`config.mk`:
```
export PLATFORM = sky130hd
export DESIGN_NAME = riscv_fetch_queue
export DESIGN_NICKNAME = d
export VERILOG_FILES = /design/src/rtl/riscv_fetch_queue.sv
export SDC_FILE = /design/constraint.sdc
export NUM_CORES = 1
export LEC_CHECK = 0
export BUFFER_PORTS_ARGS = -buffer_cell sky130_fd_sc_hd__buf_4
export CORE_ASPECT_RATIO = 0.8
export CORE_MARGIN = 3
export CORE_UTILIZATION = 55
export CTS_BUF_LIST = sky130_fd_sc_hd__clkbuf_8
export CTS_CLUSTER_DIAMETER = 40
export DETAILED_ROUTE_END_ITERATION = 8
export GPL_ROUTABILITY_DRIVEN = 0
export PLACE_DENSITY = 0.75
export SYNTH_ARGS = -nofsm -noshare
export SYNTH_HDL_FRONTEND = slang
export SYNTH_SLANG_ARGS = --single-unit
```
`constraint.sdc`:
```
create_clock -name clk -period 3.3 [get_ports clk]
set_input_delay 0.66 -clock clk [delete_from_list [all_inputs] [get_ports clk]]
set_output_delay 0.66 -clock clk [all_outputs]
set_load 0.005 [all_outputs]
```
`src/rtl/riscv_fetch_queue.sv`:
```
// riscv_fetch_queue
// Instruction fetch stage. Owns the PC, issues in-order word fetches to
// instruction memory, buffers returned words in a small prefetch FIFO and
// drives the IF/ID register (IR + PC) into decode. A redirect flushes the
// FIFO and marks every outstanding fetch as stale so its word is discarded.
module riscv_fetch_queue #(
    parameter int          DEPTH    = 4,
    parameter logic [31:0] RESET_PC = 32'h0000_0000,
    parameter logic [31:0] NOP      = 32'h0000_0013
) (
    input  logic        clk,
    input  logic        rst_n,
    output logic        imem_req_valid,
    input  logic        imem_req_ready,
    output logic [31:0] imem_req_addr,
    input  logic        imem_rsp_valid,
    input  logic [31:0] imem_rsp_data,
    input  logic        stall,
    input  logic        redirect_valid,
    input  logic [31:0] redirect_pc,
    output logic        ifid_valid,
    output logic [31:0] ifid_ir,
    output logic [31:0] ifid_pc
);

    localparam int PW = (DEPTH > 1) ? $clog2(DEPTH) : 1;
    localparam int CW = $clog2(DEPTH + 1);

    logic [31:0]   pc_q;
    logic [31:0]   rsp_pc_q;
    logic [31:0]   fifo_ir [DEPTH];
    logic [31:0]   fifo_pc [DEPTH];
    logic [PW-1:0] wr_ptr_q;
    logic [PW-1:0] rd_ptr_q;
    logic [CW-1:0] count_q;
    logic [CW-1:0] inflight_q;
    logic [CW-1:0] drop_q;

    logic [CW:0]   credit_used;
    logic          req_fire;
    logic          rsp_acc;
    logic          rsp_drop;
    logic          push;
    logic          pop;
    logic [31:0]   redirect_aligned;

    // Request credit covers both buffered words and words still in flight,
    // so a returning word always has a FIFO slot waiting for it.
    always_comb begin
        credit_used      = {1'b0, count_q} + {1'b0, inflight_q};
        imem_req_valid   = !redirect_valid && (credit_used < (CW+1)'(DEPTH));
        imem_req_addr    = pc_q;
        req_fire         = imem_req_valid && imem_req_ready;
        // A response with nothing outstanding is illegal and simply ignored.
        rsp_acc          = imem_rsp_valid && (inflight_q != '0);
        rsp_drop         = rsp_acc && (drop_q != '0);
        push             = rsp_acc && !rsp_drop && !redirect_valid;
        pop              = !redirect_valid && !stall && (count_q != '0);
        redirect_aligned = redirect_pc & 32'hFFFF_FFFC;
    end

    // Fetch PC and the PC of the next word that will actually be kept.
    // Responses return in order, so the kept-word PC only advances on push.
    always_ff @(posedge clk or negedge rst_n) begin
        if (!rst_n) begin
            pc_q     <= RESET_PC;
            rsp_pc_q <= RESET_PC;
        end else if (redirect_valid) begin
            pc_q     <= redirect_aligned;
            rsp_pc_q <= redirect_aligned;
        end else begin
            if (req_fire) pc_q     <= pc_q + 32'd4;
            if (push)     rsp_pc_q <= rsp_pc_q + 32'd4;
        end
    end

    // Outstanding-fetch and stale-word bookkeeping. On a redirect every word
    // still outstanding after this cycle is stale; drop can never exceed
    // inflight, so it is naturally bounded by DEPTH.
    always_ff @(posedge clk or negedge rst_n) begin
        if (!rst_n) begin
            inflight_q <= '0;
            drop_q     <= '0;
        end else begin
            inflight_q <= inflight_q + CW'(req_fire) - CW'(rsp_acc);
            if (redirect_valid)
                drop_q <= inflight_q - CW'(rsp_acc);
            else if (rsp_drop)
                drop_q <= drop_q - CW'(1);
        end
    end

    // FIFO pointers and occupancy; a redirect empties the queue.
    always_ff @(posedge clk or negedge rst_n) begin
        if (!rst_n) begin
            wr_ptr_q <= '0;
            rd_ptr_q <= '0;
            count_q  <= '0;
        end else if (redirect_valid) begin
            wr_ptr_q <= '0;
            rd_ptr_q <= '0;
            count_q  <= '0;
        end else begin
            if (push) wr_ptr_q <= wr_ptr_q + PW'(1);
            if (pop)  rd_ptr_q <= rd_ptr_q + PW'(1);
            count_q <= count_q + CW'(push) - CW'(pop);
        end
    end

    // FIFO storage; contents are qualified by count so no reset is needed.
    always_ff @(posedge clk) begin
        if (push) begin
            fifo_ir[wr_ptr_q] <= imem_rsp_data;
            fifo_pc[wr_ptr_q] <= rsp_pc_q;
        end
    end

    // IF/ID register: flush beats stall, stall holds, otherwise pop or bubble.
    always_ff @(posedge clk or negedge rst_n) begin
        if (!rst_n) begin
            ifid_valid <= 1'b0;
            ifid_ir    <= NOP;
            ifid_pc    <= 32'h0;
        end else if (redirect_valid) begin
            ifid_valid <= 1'b0;
            ifid_ir    <= NOP;
        end else if (!stall) begin
            if (pop) begin
                ifid_valid <= 1'b1;
                ifid_ir    <= fifo_ir[rd_ptr_q];
                ifid_pc    <= fifo_pc[rd_ptr_q];
            end else begin
                ifid_valid <= 1'b0;
                ifid_ir    <= NOP;
            end
        end
    end

endmodule

```
==> out/metrics.csv <==
stage;metric;value;unit
drt;vias;9749;
clock_tree;ctsResizeCount;0;
timing;max_slew_margin;46.3;%
clock_tree;htreeDepth;2;
synth;synth_edf_count;248;
floorplan;initial_core_util;56.3;%
power;ir_worst_vdd;0.000394;V
synth;synthSimpleGateAreaFrac;9.39;%
synth;synth_top_family_by_area;multiplexers;
floorplan;io_pins;168;
timing;fin_skew;15.8;ps
power;sequentialPowerShare;49.3;%
clock_tree;post_cts_buffers;0;
synth;ys_top_cells_by_count;edfxtp_1 (248), dfrtp_1 (133), mux4_2 (62);
synth;ys_ff_latch;384;
synth;synth_top_cell_area_share;46.6;%
drt;routed_wirelength;34.4;mm
timing;rsz0062_at_grt;no;
synth;synth_flop_cell;edfxtp_1;
synth;synth.avg_cell_area;16.0;um2
grt;overflow;0;
power;powerDensity;667;nW/um2
setup_path;cp.arrival;2100;ps
grt;grt_pass1_vias;9839;
grt;grt_max_degree;71;
floorplan;coreArea;28400;um2
timing;min_period;2760;ps
setup_path;required;2640;ps
floorplan;die_h;159;um
synth;synth.most_common_cell;edfxtp_1;
clock_tree;cts_buffer_depth;3;
layout;syn_to_final_growth;17.4;%
power;leakage;0.00701;uW
setup_path;cp-end-kind;primary output;
power;p_switching;3500;uW
clock_tree;cts_tree;done;
timing;maxSlewViolCount;0;
setup_path;path_max_fanout;4;
synth;ys_types;62;
power;intPower;9020;uW
layout;diodes;0;
layout;drive_gt1_share;30.9;%
timing;max_slew.worst_pin.slew;806;ps
setup_path;startpoint_type;flip-flop;
layout;fin_area;18800;um2
drt;ant_nets;0;
synth;yosysWarnings;0;
setup_path;r2r_setup_slack;570;ps
outcome;status;complete, no violations;
synth;synth-xor-area-share;1.21;%
clock_tree;clock_sinks;384;
synth;syn_area;16000;um2
setup_path;path_class;reg -> out;
placement;place_area;17700;um2
drt;drt_first_iter_violations;925;
grt;groute.usage.overall;22.5;%
synth;synthTopCellsByArea;edfxtp_1 (47%), dfrtp_1 (21%), mux4_2 (8.7%), mux2_2 (2.9%), a22o_1 (1.6%);
flow_run;max_cap_viol_count;0;
grt;grt_pass1_wl;54.7;mm
synth;yosysTopAreaCell;edfxtp_1;
drt;drc;0;
power;combPwrFrac;22.0;%
timing;fmax;0.363;GHz
placement;hpwl;22.1;mm
drt;wl_met3;2.08;mm
floorplan;num_rows;55;
drt;wire_per_inst;21.4;um
synth;synth_compound_area_share;6.16;%
drt;highest_layer;met4;
timing;min_period_over_period;83.5;%
synth;yosys.area_share.adder;1.50;%
synth;syn_inst;1001;
clock_tree;numCtsBuffers;58;
power;p_sw_share;27.9;%
drt;first_pass_iters;5;
synth;seq_area_frac_synth;67.9;%
drt;via_per_inst;6.07;
timing;finalSetupTns;0;ps
synth;muxShareOfSynthArea;11.7;%
timing;hold_viol_final;0;
worst_hold_path;min_path_type;in -> async;
floorplan;dieArea;31200;um2
timing;setup_viol;0;
clock_tree;path_clk_slew;70;ps
drt;met2_length;16.2;mm
grt;antenna_found_initial;0;
layout;fin_nets;1274;
floorplan;die_w;197;um
drt;wl_met1;15.5;mm
clock_tree;cts_hold_buf;0;
synth;synthArstFlopShare;35.4;%
clock_tree;cts_root_buffer;clkbuf_8;
power;clockPowerShare;28.7;%
placement;portBuffers;161;
clock_tree;clock_latency;590;ps
-- stage by stage --
stage / hold WS [ps] / util (%) / total power [uW] / instances / setup slack (ps)
detailed placement: 487 / 62.2 / 9060 / 1496 / 584
CTS: 74.3 / 66.0 / 12700 / 1606 / 479
floorplan: 364 / - / 7880 / 1004 / 31.4
finish: 61.5 / 66.0 / 12500 / 1606 / 543
global placement: 489 / 62.2 / 8970 / 1496 / 628
global route: 74.5 / 66.0 / 13200 / 1606 / 410
-- critical path, stage by stage, from the launching register on --
cell     delay (ps)
dfrtp_1         430
ha_1            350
or4_1           470
nor2_1          130
buf_4           130
-- sequential cells by signal (all words and copies together), names as in the netlist, 3 cells and up --
| register | count |
|---|---|
| fifo_pc | 120 |
| inflight_q | 3 |
| rsp_pc_q | 30 |
| drop_q | 3 |
| count_q | 3 |
| imem_req_addr | 30 |
| ifid_ir | 32 |
| fifo_ir | 128 |
| ifid_pc | 30 |
-- per-layer routing --
| layer | up-vias | global-route usage, % |
|---|---|---|
| met5 | - | 0 |
| met2 | 335 | 35.0 |
| met4 | 0 | 6.45 |
| li1 | 4379 | - |
| met1 | 4971 | 33.3 |
| met3 | 64 | 4.23 |
-- power by group through the flow --
stage	logic [uW]	clock network, uW	registers, uW
finish	2750	3600	6170
global route	3030	3930	6250
CTS	2800	3690	6180
detailed placement	2790	0	6270
global placement	2730	0	6250
floorplan	1770	0	6120
-- layout by cell type (no fill, tap or decap), types with 9 or more instances in the layout --
master and count:
nand3_1 22, inv_1 40, a22o_1 30, mux2_2 41, nor2_1 47, and4_1 19, mux4_2 62, buf_4 171
xor2_1 9, or4_1 9, and3_1 17, edfxtp_1 248, buf_12 9, xnor2_1 13, clkbuf_8 64, ha_1 16
nand2_1 36, a211oi_1 24, o31ai_1 12, a21oi_1 10, clkinv_1 10, nor4_1 16, a31oi_1 13, nand4_1 25
nor3_1 21, dfrtp_1 131, or3_1 9, o21ai_0 18
-- cell type report --
cell class / instances / area, um2
clock buffer: 64 / 881
timing repair buffer: 181 / 1480
tap: 370 / 463
fill: 1989 / 9650
inverter: 19 / 71.3
clock inverter: 46 / 201
sequential: 384 / 10900
multi-input combinational: 542 / 4820
-- kinds of logic (layout without fill, tap and decap cells) --
family	count (synthesis)	after routing
flip-flops	384	384
AND/OR/NAND/NOR	260	260
AO/OA/AOI/OAI	133	133
multiplexers	105	105
buffers and inverters	78	310
XOR/XNOR	22	22
adder cells (fa/ha/maj)	18	18
other	1	4
-- worst paths after layout --
check / start / to / cells after the start
max in group asynchronous: rst_n / ifid_pc[20] / 2
min reg2reg: ifid_pc[18] / ifid_pc[18] / 1
min: rst_n / ifid_ir[21] / 1
min in group clk: imem_rsp_data[18] / fifo_ir[1][18] / 1
max: inflight_q[2] / imem_req_valid / 4
max reg2reg: drop_q[0] / count_q[2] / 12
No activity file was read; power rests on OpenSTA's default activity.
